--- config.mk ---
export PLATFORM = sky130hd
export DESIGN_NAME = stack_ctrl
export DESIGN_NICKNAME = d
export VERILOG_FILES = /design/src/rtl/stack_ctrl.sv
export SDC_FILE = /design/constraint.sdc
export NUM_CORES = 1
export LEC_CHECK = 0
export CORE_ASPECT_RATIO = 1.4
export CORE_MARGIN = 3
export CORE_UTILIZATION = 45
export DETAILED_ROUTE_END_ITERATION = 8
export GPL_ROUTABILITY_DRIVEN = 0
export PLACE_DENSITY = 0.8
export SLEW_MARGIN = 25
export SYNTH_ARGS = -nofsm -noshare
export SYNTH_HDL_FRONTEND = slang
export SYNTH_SLANG_ARGS = --single-unit
--- constraint.sdc ---
create_clock -name clk -period 2.4 [get_ports clk]
set_clock_uncertainty 0.1 [all_clocks]
set_input_delay 0.24 -clock clk [delete_from_list [all_inputs] [get_ports clk]]
set_output_delay 0.24 -clock clk [all_outputs]
set_load 0.1 [all_outputs]
--- src/rtl/stack_ctrl.sv ---
`default_nettype none
// ============================================================================
// Module      : stack_ctrl
// Description : Stack pointer and sequencing controller placed in front of a
//               single-port memstack. Accepts push/pop/peek/clear commands,
//               drives the memory write/address port, captures the
//               combinational read data, and tracks depth with full/empty
//               status and sticky overflow/underflow errors. The stack grows
//               upward and sp always points at the next free word.
// Revision    : 1.0 - initial release
// ============================================================================
module stack_ctrl #(
  parameter int WIDTH  = 16,
  parameter int NWORDS = 1024,
  localparam int AW    = $clog2(NWORDS)
) (
  input  logic             clk,
  input  logic             reset,
  input  logic             cmd_valid,
  input  logic [1:0]       cmd_op,
  input  logic [WIDTH-1:0] cmd_data,
  output logic             cmd_ready,
  output logic             rsp_valid,
  output logic [WIDTH-1:0] rsp_data,
  output logic [AW:0]      depth,
  output logic             full,
  output logic             empty,
  output logic             overflow,
  output logic             underflow,
  output logic             mem_we,
  output logic [AW-1:0]    mem_a,
  output logic [WIDTH-1:0] mem_din,
  input  logic [WIDTH-1:0] mem_dout
);

  // Command encodings
  localparam logic [1:0] c_OP_PUSH  = 2'b00;
  localparam logic [1:0] c_OP_POP   = 2'b01;
  localparam logic [1:0] c_OP_PEEK  = 2'b10;
  localparam logic [1:0] c_OP_CLEAR = 2'b11;

  // Depth value at which the stack is full, sized to the pointer width
  localparam logic [AW:0] c_NWORDS = (AW+1)'(NWORDS);
  localparam logic [AW:0] c_ONE    = (AW+1)'(1);

  typedef enum logic [1:0] {
    ST_IDLE  = 2'd0,
    ST_WRITE = 2'd1,
    ST_READ  = 2'd2
  } state_t;

  state_t           state_q, state_d;
  logic [AW:0]      sp_q, sp_d;
  logic [WIDTH-1:0] wbuf_q, wbuf_d;
  logic             is_pop_q, is_pop_d;
  logic             rsp_valid_q, rsp_valid_d;
  logic [WIDTH-1:0] rsp_data_q, rsp_data_d;
  logic             overflow_q, overflow_d;
  logic             underflow_q, underflow_d;

  logic             w_accept;
  logic             w_full;
  logic             w_empty;
  logic [AW:0]      w_sp_dec;

  // Status decode and memory port drive derived from the current state
  always_comb begin
    w_full    = (sp_q == c_NWORDS);
    w_empty   = (sp_q == '0);
    w_sp_dec  = sp_q - c_ONE;
    cmd_ready = (state_q == ST_IDLE) && !reset;
    w_accept  = cmd_valid && cmd_ready;
    // A write in flight is discarded when reset arrives in the WRITE cycle
    mem_we    = (state_q == ST_WRITE) && !reset;
    mem_din   = wbuf_q;
    if (state_q == ST_READ) begin
      mem_a = w_sp_dec[AW-1:0];
    end else begin
      mem_a = sp_q[AW-1:0];
    end
  end

  // Next-state and register-update logic for the command sequencer
  always_comb begin
    state_d     = state_q;
    sp_d        = sp_q;
    wbuf_d      = wbuf_q;
    is_pop_d    = is_pop_q;
    rsp_valid_d = 1'b0;
    rsp_data_d  = rsp_data_q;
    overflow_d  = overflow_q;
    underflow_d = underflow_q;

    case (state_q)
      ST_IDLE: begin
        if (w_accept) begin
          case (cmd_op)
            c_OP_PUSH: begin
              if (w_full) begin
                overflow_d = 1'b1;
              end else begin
                wbuf_d  = cmd_data;
                state_d = ST_WRITE;
              end
            end
            c_OP_POP, c_OP_PEEK: begin
              if (w_empty) begin
                underflow_d = 1'b1;
              end else begin
                is_pop_d = (cmd_op == c_OP_POP);
                state_d  = ST_READ;
              end
            end
            c_OP_CLEAR: begin
              sp_d        = '0;
              overflow_d  = 1'b0;
              underflow_d = 1'b0;
            end
            default: begin
              state_d = ST_IDLE;
            end
          endcase
        end
      end
      ST_WRITE: begin
        sp_d    = sp_q + c_ONE;
        state_d = ST_IDLE;
      end
      ST_READ: begin
        rsp_data_d  = mem_dout;
        rsp_valid_d = 1'b1;
        if (is_pop_q) begin
          sp_d = w_sp_dec;
        end
        state_d = ST_IDLE;
      end
      default: begin
        state_d = ST_IDLE;
      end
    endcase
  end

  // State and datapath registers; reset overrides every state
  always_ff @(posedge clk) begin
    if (reset) begin
      state_q     <= ST_IDLE;
      sp_q        <= '0;
      wbuf_q      <= '0;
      is_pop_q    <= 1'b0;
      rsp_valid_q <= 1'b0;
      rsp_data_q  <= '0;
      overflow_q  <= 1'b0;
      underflow_q <= 1'b0;
    end else begin
      state_q     <= state_d;
      sp_q        <= sp_d;
      wbuf_q      <= wbuf_d;
      is_pop_q    <= is_pop_d;
      rsp_valid_q <= rsp_valid_d;
      rsp_data_q  <= rsp_data_d;
      overflow_q  <= overflow_d;
      underflow_q <= underflow_d;
    end
  end

  // Registered outputs
  always_comb begin
    depth     = sp_q;
    full      = w_full;
    empty     = w_empty;
    overflow  = overflow_q;
    underflow = underflow_q;
    rsp_valid = rsp_valid_q;
    rsp_data  = rsp_data_q;
  end

endmodule
`default_nettype wire

### Word level (Yosys, flattened, before mapping)

Index checks and enable logic that the tools add are counted.

* word-level logic and storage cells: 58
* input bits: 37
* output and inout port bits: 60
* register bits: 49

* equal/unequal tests: 13
* $add $sub $neg: 2
* muxes and demuxes: 13
* bitwise gates (word level): 3
* reductions and logical operators: 19

Operators with widths (count)
* 11-bit 2-to-1 mux: 3
* 11-bit one-hot mux with 3 select lines: 1
* 4-bit AND reduction: 6
* 2-bit != test (second input constant): 6
* 11-bit by 1-bit adder with 11-bit output (second input constant): 1
* 11-bit equality test (second input constant): 1
* 11-bit zero test: 1
* 11-bit by 1-bit subtractor with 11-bit output (second input constant): 1
* 10-bit 2-to-1 mux: 1
* 2-bit equality test (second input constant): 3
* 2-bit nonzero test: 3
* 2-bit by 1-bit equality test with 1-bit output (second input constant): 2
* 2-bit zero test: 2
* 2-bit 2-to-1 mux: 2
* 1-bit one-hot mux with 2 select lines: 2
* 2-bit one-hot mux with 2 select lines: 1
* 2-bit OR reduction: 2
* 1-bit logical AND: 3
* 1-bit 2-to-1 mux: 3
* 1-bit inverter: 3
* 3-bit nonzero test: 1
* 2-bit by 1-bit != test with 1-bit output (second input constant): 1
* 1-bit zero test: 1

### Depth between registers and ports, before layout

* depth in word-level cells: 5
* depth in mapped cells: 9

### Worst setup path before layout

No wires, ideal clock.

* path kind: flip-flop to output port
* from: reg sp_q[0] (netlist: depth[0])
* to: out mem_a[8]
* stages on the path, launching flop included: 7
* path slack: -1.277 ns
* data arrival time: 3.337 ns
* cell sequence: dfxtp_1 inv_1 ha_1 clkbuf_1 nand3_1 nor3_1 xor2_1

* word-level cells in the longest chain between the ends: 2

RTL lines
* start: declaration: line 53 `logic [AW:0] sp_q, sp_d;`
* start signal: assignment: line 156 `sp_q <= sp_d;`
* 11-bit by 1-bit subtractor with 11-bit output: line 70 `w_sp_dec = sp_q - c_ONE;`
* 10-bit 2-to-1 mux: line 76 `if (state_q == ST_READ) begin`
* end: declaration: line 31 `output logic [AW-1:0] mem_a,`

Every way passes these cells.

### Worst setup path after layout

* from: reg sp_q[2] (netlist: depth[2])
* to: out mem_a[8]

Same word-level chain as after synthesis.

==> metrics <==
core area=5645 µm²; run status=finished clean; Net Sw Frac=0.2644; Routed Antenna Nets=0; total grt overflow=0; Worst setup SP type=flip-flop; Final Power=1591 µW; Worst path max stage delay=400 ps; Mapped Area=2701 µm²; clock-pin slew on the worst setup and hold paths=100 ps; Crit. Startpoint=depth[2]; clock root buffer=clkbuf_8; final std cells w/o fill=482; Synth Area per Inst=8.495 µm²; arrival time of the worst setup path=1960 ps; HP Start=reset; crit path time final=2301 ps; Clock power frac=0.359; critical path cell sequence=nor4_4 > buf_6 > nand3_4 > nor3_4 > xor2_4 > buf_12; Worst Hold Class=input port to flip-flop; initial antenna violation count=0; design area=4120 µm²; power density over the cells=386.0 nW/µm²; num rows=32; I/O Pins=97; Max VDD drop=0.2643 mV; vias in the first global route=2476; cts bufs inserted=5; Synth Warn #=0; RR Startpoint=depth[7]; Net Sw Power=420.6 µW; Worst path slowest cell=dfxtp_4; Peak Freq=434.5 MHz; Critical Path RT=2060 ps; Initial Utilization=0.4785; HPWL after DPL=5139 µm; combinational share of power=0.126; Hold Buf Count CTS=0; Slew Viols, Final=0; DRT Pass-1 Iters=5; synth top area cells=dfxtp_1 (36%), mux2i_1 (6.3%), nand2_1 (5.7%); Max Cap Violations=0; dpl cell area=3924 µm²; post-synth top area share=0.3631; flops & latches, synth=49; # nets final=460; mean number of vias per cell=5.467; Initial DRC Count=241; top cells by count, synth=dfxtp_1 (49), nand2_1 (41), nor2_1 (28); Die Y=97.68 µm; CTS tree=done; period utilization=0.9589; Crit. End Element=output pin; Die X=71.48 µm; Flop pwr share=0.515; Ant. Diodes=0; final worst setup slack=98.53 ps; internal power=1170 µW; number of flops mapped to enable cells by yosys=0; area leader, netlist=dfxtp_1; critical path class=flip-flop to output pin; Max-slew headroom=0.6263; most numerous cell in the Yosys netlist=dfxtp_1; Total Die Area=6982 µm²; r2r worst-path depth=6; CTS Sinks=49; Final Hold Fails=0; layout cells sized above 1=0.3551; dpl cells=469; final setup vio count=0; largest net degree at the start of global routing=50; vias=2635; CP max FO=10; Tot GR Track Use=0.2009; I/O Buffers=96; Post-synth top flop=dfxtp_1; sequential area share after synthesis=0.3631; Setup TNS=0 ps; Leakage Power=0.001588 µW; syn_nets=365; # DRC=0; H-tree levels=2; area grow syn2layout=52.52%; global-route wire length before repair=11560 µm; post-placement worst setup slack=152.8 ps; Wirelength per Cell=14.72 µm; Syn Inst Count=318; hold depth=2; routed wire length=7093 µm; Max Buffers Root-to-Sink=2; Clk Latency, worst-skew pair=310 ps; asr flop ratio synth=0; Synth cell types=51; Least-Margin Pin Slew=560.5 ps
[registers in the layout, summed over array words and instances, names as in the netlist]
signal	flops
is_pop_q	1
rsp_valid	1
state_q	2
mem_din	16
rsp_data	16
overflow	1
underflow	1
depth	11
[final cells by class]
cell class	instances	area, µm²
multi-input cells	231	1764
fillers	423	1525
repair buffers	114	1111
flip-flops and latches	49	1003
clock buffers	6	93.84
well taps	68	85.08
inverters	12	48.80
clock inverters	2	13.76
[placed cells by master (no fill, tap or decap), types with 3 or more instances in the layout]
| cell | n |
|---|---|
| buf_4 | 63 |
| nand2_1 | 40 |
| dfxtp_1 | 39 |
| clkdlybuf4s50_1 | 35 |
| nor2_1 | 27 |
| a21oi_1 | 20 |
| mux2i_1 | 17 |
| buf_12 | 13 |
| nand2_2 | 12 |
| inv_1 | 11 |
| a21oi_2 | 11 |
| nand3_1 | 10 |
| ha_1 | 8 |
| nand3b_1 | 7 |
| xnor2_1 | 7 |
| dfxtp_2 | 6 |
| clkbuf_8 | 5 |
| a22oi_1 | 4 |
| o31ai_1 | 4 |
| dfxtp_4 | 4 |
| xor2_4 | 3 |
| xnor2_4 | 3 |
| nor3_1 | 3 |
| nand4_1 | 3 |
| and4_1 | 3 |
| nor2b_1 | 3 |
| o21ai_0 | 3 |
| o21a_1 | 3 |
[through the flow]
step,hold slack (ps),util
floorplan,266.9,-
global placement,343.9,0.6950
detailed placement,351.8,0.6950
CTS,86.57,0.7156
global route,100.8,0.7298
finish,83.73,0.7298
[per-layer routing]
metal  GRT usage  vias to the layer above  wire (µm)
li1            -                     1286          -
met1      0.2268                     1225       2657
met2      0.3718                      107       3839
met3     0.04348                       17        465
met4     0.04920                        0        130
met5           0                        -          0
[critical path, delay by kind of cell, from the launching register on]
kind                   cells  cell delay, ps
flip-flops                 1             400
buffers and inverters      2             380
AND/OR/NAND/NOR            3             680
XOR/XNOR                   1             190
[power groups by stage]
stage | clock, µW | sequential [µW] | combinational (µW)
detailed placement | 0 | 838 | 200
global route | 618 | 820 | 213
global placement | 0 | 837 | 198
finish | 572 | 819 | 200
CTS | 587 | 819 | 201
floorplan | 0 | 884 | 66.6
[kinds of logic (layout without fill, tap and decap cells)]
logic type,count (synthesis),after routing,synth area share
buf+inv,38,134,0.06623
simple gates,127,127,0.2446
compound gates,62,62,0.1672
flops,49,49,0.3631
xor+xnor,14,14,0.04539
mux,18,18,0.06716
fa+ha+maj,10,10,0.04632
[what timing repair did]
item	4_1_cts	5_1_grt
pin swaps	0	1
endpoints found under the setup margin	6	4
buffers inserted	0	5
gates resized for setup	3	6
[worst paths after layout]
kind / endpoint / slack [ps]
worst max register to register: mem_din[12] / 380
worst min-delay path: depth[10] / 80
worst max-delay path: mem_a[8] / 100
worst min register to register: mem_din[4] / 360
Note: power is estimated with default switching activity, not from simulation.
